$ cat src/rtl/sid_pkg.sv
// Shared definitions for the sequential SID mixer.
//   state_t  : mixer pass sequencer states
//   REG_*    : register offsets from BASE_ADDR
//   MODE_*   : bit positions inside the filter-output select field
package sid_pkg;

   typedef enum logic [2:0] {
      IDLE,
      MAC,
      FILT,
      WAIT_FILT,
      POST,
      VOL
   } state_t;

   localparam int REG_FILT = 0;   // routing register
   localparam int REG_MODE = 1;   // mode / volume register

   localparam int MODE_LP = 0;
   localparam int MODE_BP = 1;
   localparam int MODE_HP = 2;

endpackage

$ cat src/rtl/sid_clip.sv
// Combinational saturating narrower: signed IW-bit value to signed OW-bit.
//   d : signed input, IW bits (IW > OW)
//   q : d clamped to [-2^(OW-1), 2^(OW-1)-1]
module sid_clip #(
   parameter int IW = 19,
   parameter int OW = 16
) (
   input  logic signed [IW-1:0] d,
   output logic signed [OW-1:0] q
);

   // Value fits when every bit above the output sign bit matches the sign.
   logic fits;
   assign fits = (d[IW-1:OW-1] == {(IW-OW+1){d[IW-1]}});

   always_comb begin
      q = d[OW-1:0];
      if (!fits) q = d[IW-1] ? {1'b1, {(OW-1){1'b0}}} : {1'b0, {(OW-1){1'b1}}};
   end

endmodule

$ cat src/rtl/sid_mix_seq.sv
// Time-multiplexed SID voice mixer / output stage.
// Each audio tick runs one pass: a single shared multiplier scales voice n by
// envelope n (one voice per cycle) into a filter or bypass accumulator, the
// clipped filter accumulator is handed to an external filter, the selected
// filter outputs are mixed with the bypass sum, clipped and volume-scaled.
//   clk, iRstN           : clock, async active-low reset
//   clkEn                : audio tick, starts a pass when idle
//   iWE/iAddr/iDataW     : register writes (routing at BASE_ADDR, mode/vol at +1)
//   iVoice/iEnv          : packed voice samples / envelopes
//   oFilt/oFiltValid     : filter input and its 1-cycle start strobe
//   iFiltLP/BP/HP/Valid  : filter results
//   oOut/oValid          : audio sample and new-sample strobe
//   oBusy/oOverrun       : pass in progress / sticky tick-while-busy flag
module sid_mix_seq
   import sid_pkg::*;
#(
   parameter int         VOICES    = 3,
   parameter int         VW        = 12,
   parameter int         EW        = 8,
   parameter int         OW        = 16,
   parameter int         HEADROOM  = 3,
   parameter logic [4:0] BASE_ADDR = 5'h17
) (
   input  logic                   clk,
   input  logic                   iRstN,
   input  logic                   clkEn,
   input  logic                   iWE,
   input  logic [4:0]             iAddr,
   input  logic [7:0]             iDataW,
   input  logic [VOICES*VW-1:0]   iVoice,
   input  logic [VOICES*EW-1:0]   iEnv,
   output logic signed [OW-1:0]   oFilt,
   output logic                   oFiltValid,
   input  logic signed [OW-1:0]   iFiltLP,
   input  logic signed [OW-1:0]   iFiltBP,
   input  logic signed [OW-1:0]   iFiltHP,
   input  logic                   iFiltValid,
   output logic signed [OW-1:0]   oOut,
   output logic                   oValid,
   output logic                   oBusy,
   output logic                   oOverrun
);

   localparam int IXW   = (VOICES > 1) ? $clog2(VOICES) : 1;
   localparam int ACCW  = OW + $clog2(VOICES) + 1;
   localparam int PW    = VW + EW + 1;
   localparam int SW    = ACCW + 2;
   localparam int PRESH = VW + EW - OW;

   state_t                 state, nstate;
   logic [IXW-1:0]         idx;
   logic [VOICES-1:0]      routing, rtS;
   logic [2:0]             mode, modeS;
   logic [3:0]             volume, volS;
   logic signed [ACCW-1:0] filtAcc, bypAcc, aExt, filtCand;
   logic signed [OW-1:0]   lpR, bpR, hpR, filtClip, mixClip, volOut;
   logic [VW-1:0]          vSel;
   logic [EW-1:0]          eSel;
   logic signed [VW-1:0]   s;
   logic signed [PW-1:0]   p, pSh;
   logic signed [SW-1:0]   sum;
   logic signed [OW+4:0]   prod;
   logic                   lastStep, routeBit;
   logic                   unused_ok;

   assign unused_ok = &{1'b0, iDataW[7]};

   // ---- shared MAC datapath ----
   assign vSel     = iVoice[idx*VW +: VW];
   assign eSel     = iEnv[idx*EW +: EW];
   assign s        = $signed({~vSel[VW-1], vSel[VW-2:0]});   // offset-binary -> two's complement
   assign p        = s * $signed({1'b0, eSel});
   assign pSh      = (p >>> PRESH) >>> HEADROOM;
   assign aExt     = ACCW'(pSh);                              // post-shift value fits in OW+1 bits
   assign routeBit = rtS[idx];
   assign lastStep = (idx == IXW'(VOICES-1));
   // Filter accumulator as it will be after this step; lets oFilt load on the last MAC edge.
   assign filtCand = routeBit ? (filtAcc + aExt) : filtAcc;

   sid_clip #(.IW(ACCW), .OW(OW)) u_clip_filt (.d(filtCand), .q(filtClip));

   // ---- post mix and volume ----
   assign sum = SW'(bypAcc)
              + (modeS[MODE_LP] ? SW'(lpR) : SW'(0))
              + (modeS[MODE_BP] ? SW'(bpR) : SW'(0))
              + (modeS[MODE_HP] ? SW'(hpR) : SW'(0));

   sid_clip #(.IW(SW), .OW(OW)) u_clip_post (.d(sum), .q(mixClip));

   assign prod   = mixClip * $signed({1'b0, volS});
   assign volOut = OW'(prod >>> 4);

   // ---- sequencer ----
   always_comb begin
      nstate     = state;
      oFiltValid = 1'b0;
      oValid     = 1'b0;
      oBusy      = (state != IDLE);
      case (state)
         IDLE:      if (clkEn) nstate = MAC;
         MAC:       if (lastStep) nstate = FILT;
         FILT:      begin oFiltValid = 1'b1; nstate = WAIT_FILT; end
         WAIT_FILT: if (iFiltValid) nstate = POST;
         POST:      nstate = VOL;
         VOL:       begin oValid = 1'b1; nstate = IDLE; end
         default:   nstate = IDLE;
      endcase
   end

   always_ff @(posedge clk or negedge iRstN) begin
      if (!iRstN) begin
         state    <= IDLE;
         idx      <= '0;
         routing  <= '0;
         mode     <= '0;
         volume   <= 4'hF;
         rtS      <= '0;
         modeS    <= '0;
         volS     <= 4'hF;
         filtAcc  <= '0;
         bypAcc   <= '0;
         lpR      <= '0;
         bpR      <= '0;
         hpR      <= '0;
         oFilt    <= '0;
         oOut     <= '0;
         oOverrun <= 1'b0;
      end else begin
         state <= nstate;

         if (iWE && iAddr == BASE_ADDR + 5'(REG_FILT)) routing <= iDataW[VOICES-1:0];
         if (iWE && iAddr == BASE_ADDR + 5'(REG_MODE)) begin
            mode   <= iDataW[6:4];
            volume <= iDataW[3:0];
         end

         if (clkEn && state != IDLE) oOverrun <= 1'b1;

         case (state)
            IDLE: if (clkEn) begin
               // Snapshot control regs so mid-pass writes only affect the next pass.
               rtS     <= routing;
               modeS   <= mode;
               volS    <= volume;
               filtAcc <= '0;
               bypAcc  <= '0;
               idx     <= '0;
            end
            MAC: begin
               if (routeBit) filtAcc <= filtAcc + aExt;
               else          bypAcc  <= bypAcc + aExt;
               idx <= idx + 1'b1;
               if (lastStep) oFilt <= filtClip;
            end
            WAIT_FILT: if (iFiltValid) begin
               lpR <= iFiltLP;
               bpR <= iFiltBP;
               hpR <= iFiltHP;
            end
            POST: oOut <= volOut;
            default: ;
         endcase
      end
   end

endmodule

$ cat config.mk
export PLATFORM = sky130hd
export DESIGN_NAME = sid_mix_seq
export DESIGN_NICKNAME = d
export VERILOG_FILES = /design/src/rtl/sid_pkg.sv /design/src/rtl/sid_clip.sv /design/src/rtl/sid_mix_seq.sv
export SDC_FILE = /design/constraint.sdc
export NUM_CORES = 1
export LEC_CHECK = 0
export CORE_MARGIN = 4
export CORE_UTILIZATION = 40
export CTS_CLUSTER_SIZE = 14
export DETAILED_ROUTE_END_ITERATION = 12
export PLACE_DENSITY = 0.63
export RECOVER_POWER = 25
export SLEW_MARGIN = 30
export SYNTH_ARGS = -nofsm -noshare
export SYNTH_HDL_FRONTEND = slang
export SYNTH_SLANG_ARGS = --single-unit
$ cat constraint.sdc
create_clock -name clk -period 10.05 [get_ports clk]
set_clock_uncertainty 0.15 [all_clocks]
set_input_delay 1.005 -clock clk [delete_from_list [all_inputs] [get_ports clk]]
set_output_delay 1.005 -clock clk [all_outputs]
set_load 0.01 [all_outputs]
# == After elaboration in Yosys (flattened, before gate mapping) ==
# Cells that the tools add are included.
# classes
add_sub_neg,6
mul,3
n_lt_le_gt_ge,1
eq_ne,14
shifts,2
muxes,22
bitwise,1
reduce_logical,12
# ops
op,n
19-bit one-hot mux with 2 select lines,2
16-bit 2-to-1 mux,4
21-bit 2-to-1 mux,3
19-bit 2-to-1 mux,3
21-bit adder,2
19-bit by 14-bit adder with 19-bit output,2
36-bit by 7-bit indexed part select with 12-bit output,1
24-bit by 6-bit indexed part select with 8-bit output,1
19-bit by 21-bit adder with 21-bit output,1
12-bit by 9-bit multiplier with 21-bit output,1
16-bit by 5-bit multiplier with 20-bit output,1
3-bit one-hot mux with 5 select lines,1
"5-bit equality test, second input constant",2
3-bit 2-to-1 mux,3
"2-bit != test, second input constant",4
2-bit AND reduction,4
"3-bit by 2-bit equality test with 1-bit output, second input constant",2
"3-bit equality test, second input constant",2
3-bit AND reduction,2
5-bit equality test,1
"2-bit by 2-bit multiplier with 4-bit output, second input constant",1
2-bit one-hot mux with 2 select lines,1
"3-bit by 1-bit equality test with 1-bit output, second input constant",1
3-bit equality test,1
other kinds (11),15
# totals
regBits,144
output_inout_bits,36
wordCells,77

# == Depth between registers and ports, before layout ==
# Gate-level depths: netlist (run 1).
# logic_depth
word_depth,8
ltp_mapped,39
depth_no_buf,35

# == Cells and area by module ==
# Synthesis (run 1) repeated with hierarchy kept, for this count alone.
# unflattened
hier_cells,1638
area_unflattened_um2,15393.5
# by_module_without_submodules
mod,instances,cells_per_inst,area_each_um2,seq_area_each_um2
sid_mix_seq,1,1556,14823.0,3613.5
sid_clip (u_clip_filt),1,56,370.4,0.0
sid_clip (u_clip_post),1,26,200.2,0.0

# == Worst setup path before layout (run 1) ==
# OpenSTA, ideal clock, no wires.
# synth_path
path_type,register -> register
from,register idx[1]
to,register oFilt[0]
setup_ns,0.101
t_arrival_ns,8.136
slack_ns,1.663
stages_incl_launch_ff,36
n_path_buf,4
period_less_slack_ns,8.387
path_cell_list,dfrtp_1 buf_4 buf_2 buf_1 mux2i_1 nor2_1 a21o_1 nand2_1 fa_1 fa_1 inv_1 ha_1 inv_1 fa_1 inv_1 ha_1 nand4b_1 or4b_1 a21oi_2 a221oi_2 a211oi_2 o2111ai_1 and3_4 nor2_1 ha_1 or2_2 a21oi_1 a311oi_1 o21ai_0 nand2b_1 a21oi_1 or3_1 nand3_2 mux2_4 buf_6 o311ai_2
# synth_via
elab_chain_cells,8
word_cells_on_any_way,14
classes_between,add/sub: 1; mul: 2; eq/ne: 2; shift: 2; mux: 5; bitwise: 1; reduce/logical: 1
# synth_rtl
item,line_no,source
start: declaration,sid_mix_seq.sv:51,logic [IXW-1:0] idx;
start signal: assignment,sid_mix_seq.sv:152,idx <= idx + 1'b1;
2-bit by 2-bit multiplier with 4-bit output,sid_mix_seq.sv:69,assign vSel = iVoice[idx*VW +: VW];
36-bit by 7-bit indexed part select with 12-bit output,sid_mix_seq.sv:69,
1-bit NOT,sid_mix_seq.sv:71,"assign s = $signed({~vSel[VW-1], vSel[VW-2:0]});"
12-bit by 9-bit multiplier with 21-bit output,sid_mix_seq.sv:72,"assign p = s * $signed({1'b0, eSel});"
19-bit by 14-bit adder with 19-bit output,sid_mix_seq.sv:78,assign filtCand = routeBit ? (filtAcc + aExt) : filtAcc;
19-bit 2-to-1 mux,n/a,
3-bit equality test / 16-bit 2-to-1 mux (equally long branches),"sid_clip.sv:14, sid_clip.sv:18",
16-bit 2-to-1 mux,sid_clip.sv:18,"if (!fits) q = d[IW-1] ? {1'b1, {(OW-1){1'b0}}} : {1'b0, {(OW-1){1'b1}}};"
end signal: assignment,sid_mix_seq.sv:153,if (lastStep) oFilt <= filtClip;
end: declaration,sid_mix_seq.sv:32,"output logic signed [OW-1:0] oFilt,"
# Several ways; a longest one is shown, not always the timed one. The select of a mux whose other input is x is not followed.
# A chain may end at the register's enable or synchronous reset.

# == Worst setup path in the final report (run 1) ==
# layout_path
from,register idx[1]
to,register oFilt[5]
# Same word-level chain as after synthesis.

==> out/metrics.yaml, run 1 <==
cts:
  cts_root_buffer: "clkbuf_16"
  cts.sinks: 144
  post_cts_resized: 0
  clk_latency_ns: 0.44
  htreeDepth: 4
  clockBufferDepth: 2
  post_cts_buffers: 0
  cts-buffers-inserted: 17
  path_clk_slew_ns: 0.07
  cts_tree: "built"
  ctsHoldBuffers: 0
setup_path:
  cp_slowest_cell: "nor2b_4"
  r2r_cells: 34
  r2r-end: "oFilt[5]$_DFFE_PN0P_"
  endpoint: "oFilt[5]$_DFFE_PN0P_"
  reg2reg_from: "idx[1]$_DFFE_PN0P_"
  crit_start: "idx[1]$_DFFE_PN0P_"
  crit_type: "reg -> reg"
  cp.arrival_ns: 9.25
  crit_required_ns: 10.22
  end_kind: "register"
  cpMostUsedCell: "a21oi_1"
  critPathBufInv: 4
  rrSetupSlack_ns: 0.96
  cp.depth: 34
  cp_max_fo: 27
  critPathTopFamily: "adder cells"
  max_stage_delay_ns: 0.62
  start_kind: "register"
global_route:
  overflow: 0
  grt_max_degree: 98
  grt_pass1_vias: 12800
  grt_usage_pct: 18.1
  antenna_found_initial: 1
  grt_pass1_wl_mm: 62.5
timing:
  worst_slack_ns: 0.964
  fin_crit_sh_pct: 90.4
  slew_headroom_pct: -245
  fmax_mhz: 110
  finalHoldViolCount: 0
  rsz0062_at_grt: "false"
  maxSlewViolCount: 98
  period_needed_ns: 9.09
  finalSetupViolations: 0
  tns_ns: 0
  tightest_slew_ns: 5.18
floorplan:
  die-height_um: 207
  rows: 72
  io_pins: 162
  die_w_um: 207
  dieArea_um2: 42800
  start_util_pct: 40.7
  core_um2: 38900
finish:
  nNetsFinal: 2289
  area_growth_pct: 16.7
  fillCellCount: 3766
  design_area_um2: 18500
  layout-drive-gt1-share_pct: 8.91
worst_hold_path:
  hp-start: "oOverrun$_DFFE_PN0P_"
  holdCritPathClass: "reg -> reg"
place:
  port_buffers: 160
  place_ws_ns: 0.639
  post-dp-hpwl_mm: 30.6
  place_congestion: 0.889
  place_area_um2: 17900
synth:
  syn-num-nets: 2161
  synth_area_um2: 15800
  yosys_warnings: 0
  yosysSeqAreaShare_pct: 22.8
  yosysTopAreaCellShare_pct: 21.5
  synth.area.top_cells: "dfrtp_1 22%, fa_1 19%, ha_1 10%"
  synthCells: 1756
  ys_types: 82
  avgSynthCellArea_um2: 9.01
  synth-edff-count: 0
  synth_ff_type: "dfrtp_1"
  synth_async_sr_flop_share_pct: 100
  synth_top_area_cell: "dfrtp_1"
  ys_seq_elements: 144
routing:
  wl_mm: 38.1
  first_pass_iters: 5
  viasPerCell: 5.13
  routedWlPerCell_um: 15.8
  dr_total_vias: 12400
  first_iter_violations: 610
  drtAntennaViolNets: 0
  drc: 0
run_status:
  status: "complete, but fails checks"
  violations: "max-capacitance violations, max-slew violations"
run:
  drv_cap: 1
-- routing by layer --
layer | share of wire (%) | vias up | track usage [%]
met5 | 0 | - | 0
met4 | 1.3 | 0 | 3.75
met3 | 3.0 | 26 | 2.66
met2 | 50 | 173 | 32.0
met1 | 46 | 6089 | 23.8
li1 | - | 6096 | -
-- worst min-delay path by stage --
stage / to / slack, ns / depth (start not counted)
2_1_floorplan: bpR[0]$_DFFE_PN0P_ / 0.32 / 1
3_3_place_gp: oOverrun$_DFFE_PN0P_ / 0.29 / 1
3_5_place_dp: oOverrun$_DFFE_PN0P_ / 0.30 / 1
4_1_cts: oOverrun$_DFFE_PN0P_ / 0.32 / 1
5_1_grt: oOverrun$_DFFE_PN0P_ / 0.34 / 1
6_report: oOverrun$_DFFE_PN0P_ / 0.32 / 1
-- sequential cells by signal, summed over array words and instances (netlist names) --
register	cells
bypAcc	19
filtAcc	19
bpR	16
hpR	16
lpR	16
oFilt	16
oOut	16
volS	4
volume	4
modeS	3
mode	3
routing	3
rtS	3
state	3
idx	2
oOverrun	1
-- cell type report --
cell class / count / area (um^2) / area share (%)
multi-input cells: 1287 / 11000 / 59.4
flip-flops and latches: 144 / 3610 / 19.6
repair buffers: 179 / 1740 / 9.41
inverters: 255 / 957 / 5.18
well taps: 518 / 648 / 3.51
clock buffers: 21 / 450 / 2.44
clock inverters: 11 / 85.1 / 0.461
diodes: 1 / 2.50 / 0.0136
-- layout by cell type (no fill, tap or decap), types with 56 or more instances in the layout --
master,synthesis,final
inv_1,255,255
clkdlybuf4s50_1,0,159
a21oi_1,86,86
fa_1,149,149
nand2_1,165,162
dfrtp_1,136,136
nor2_1,117,117
ha_1,130,130
o21ai_0,95,95
mux2_2,70,70
nand3_1,56,56
-- stage by stage --
step	util, %	hold slack, ns	std cells
after floorplan	-	0.321	1756
after global placement	46.1	0.291	2383
after detailed placement	46.1	0.301	2383
after CTS	47.5	0.324	2415
after global routing	47.5	0.339	2416
final	47.5	0.318	2416
-- kinds of logic after synthesis --
group                      synth area share [%]
xor gates and xnor gates                   4.21
DFF                                        22.8
adders and majority gates                  29.1
buffers and inverters                      7.93
muxes                                      6.88
AOI/OAI and AO/OA                          13.6
and+or+nand+nor                            15.4
-- Yosys cell counts, drive strengths merged (3+ instances only) --
master,number
mux2i,27
nor4,4
fa,149
a211oi,8
buf,15
dfrtp,136
nor2,117
a21o,37
dfstp,8
nor2b,55
a211o,3
nand4,7
nand2,166
mux2,72
xor2,24
o41ai,3
a21oi,89
or2,7
inv,255
o21ai,102
nand2b,28
o211ai,8
and2,9
o2bb2ai,3
a2111oi,4
o21a,7
o311ai,16
ha,130
nand3,57
xnor2,52
a31oi,11
clkbuf,55
nand4b,4
o21bai,7
nor3,20
nor3b,4
or3,8
and3,10
o31ai,9
Power of run 1 is not shown: default switching activity piles up to over one toggle a cycle in this logic, so the estimate is an artifact.
==> inputs of run 2 (changes only) <==
- TNS_END_PERCENT: unset -> 20
==> results of run 2 <==
Same layout as run 1: the final DEF is identical, and so are final timing and power.
Power of run 2 is left out for the same reason.
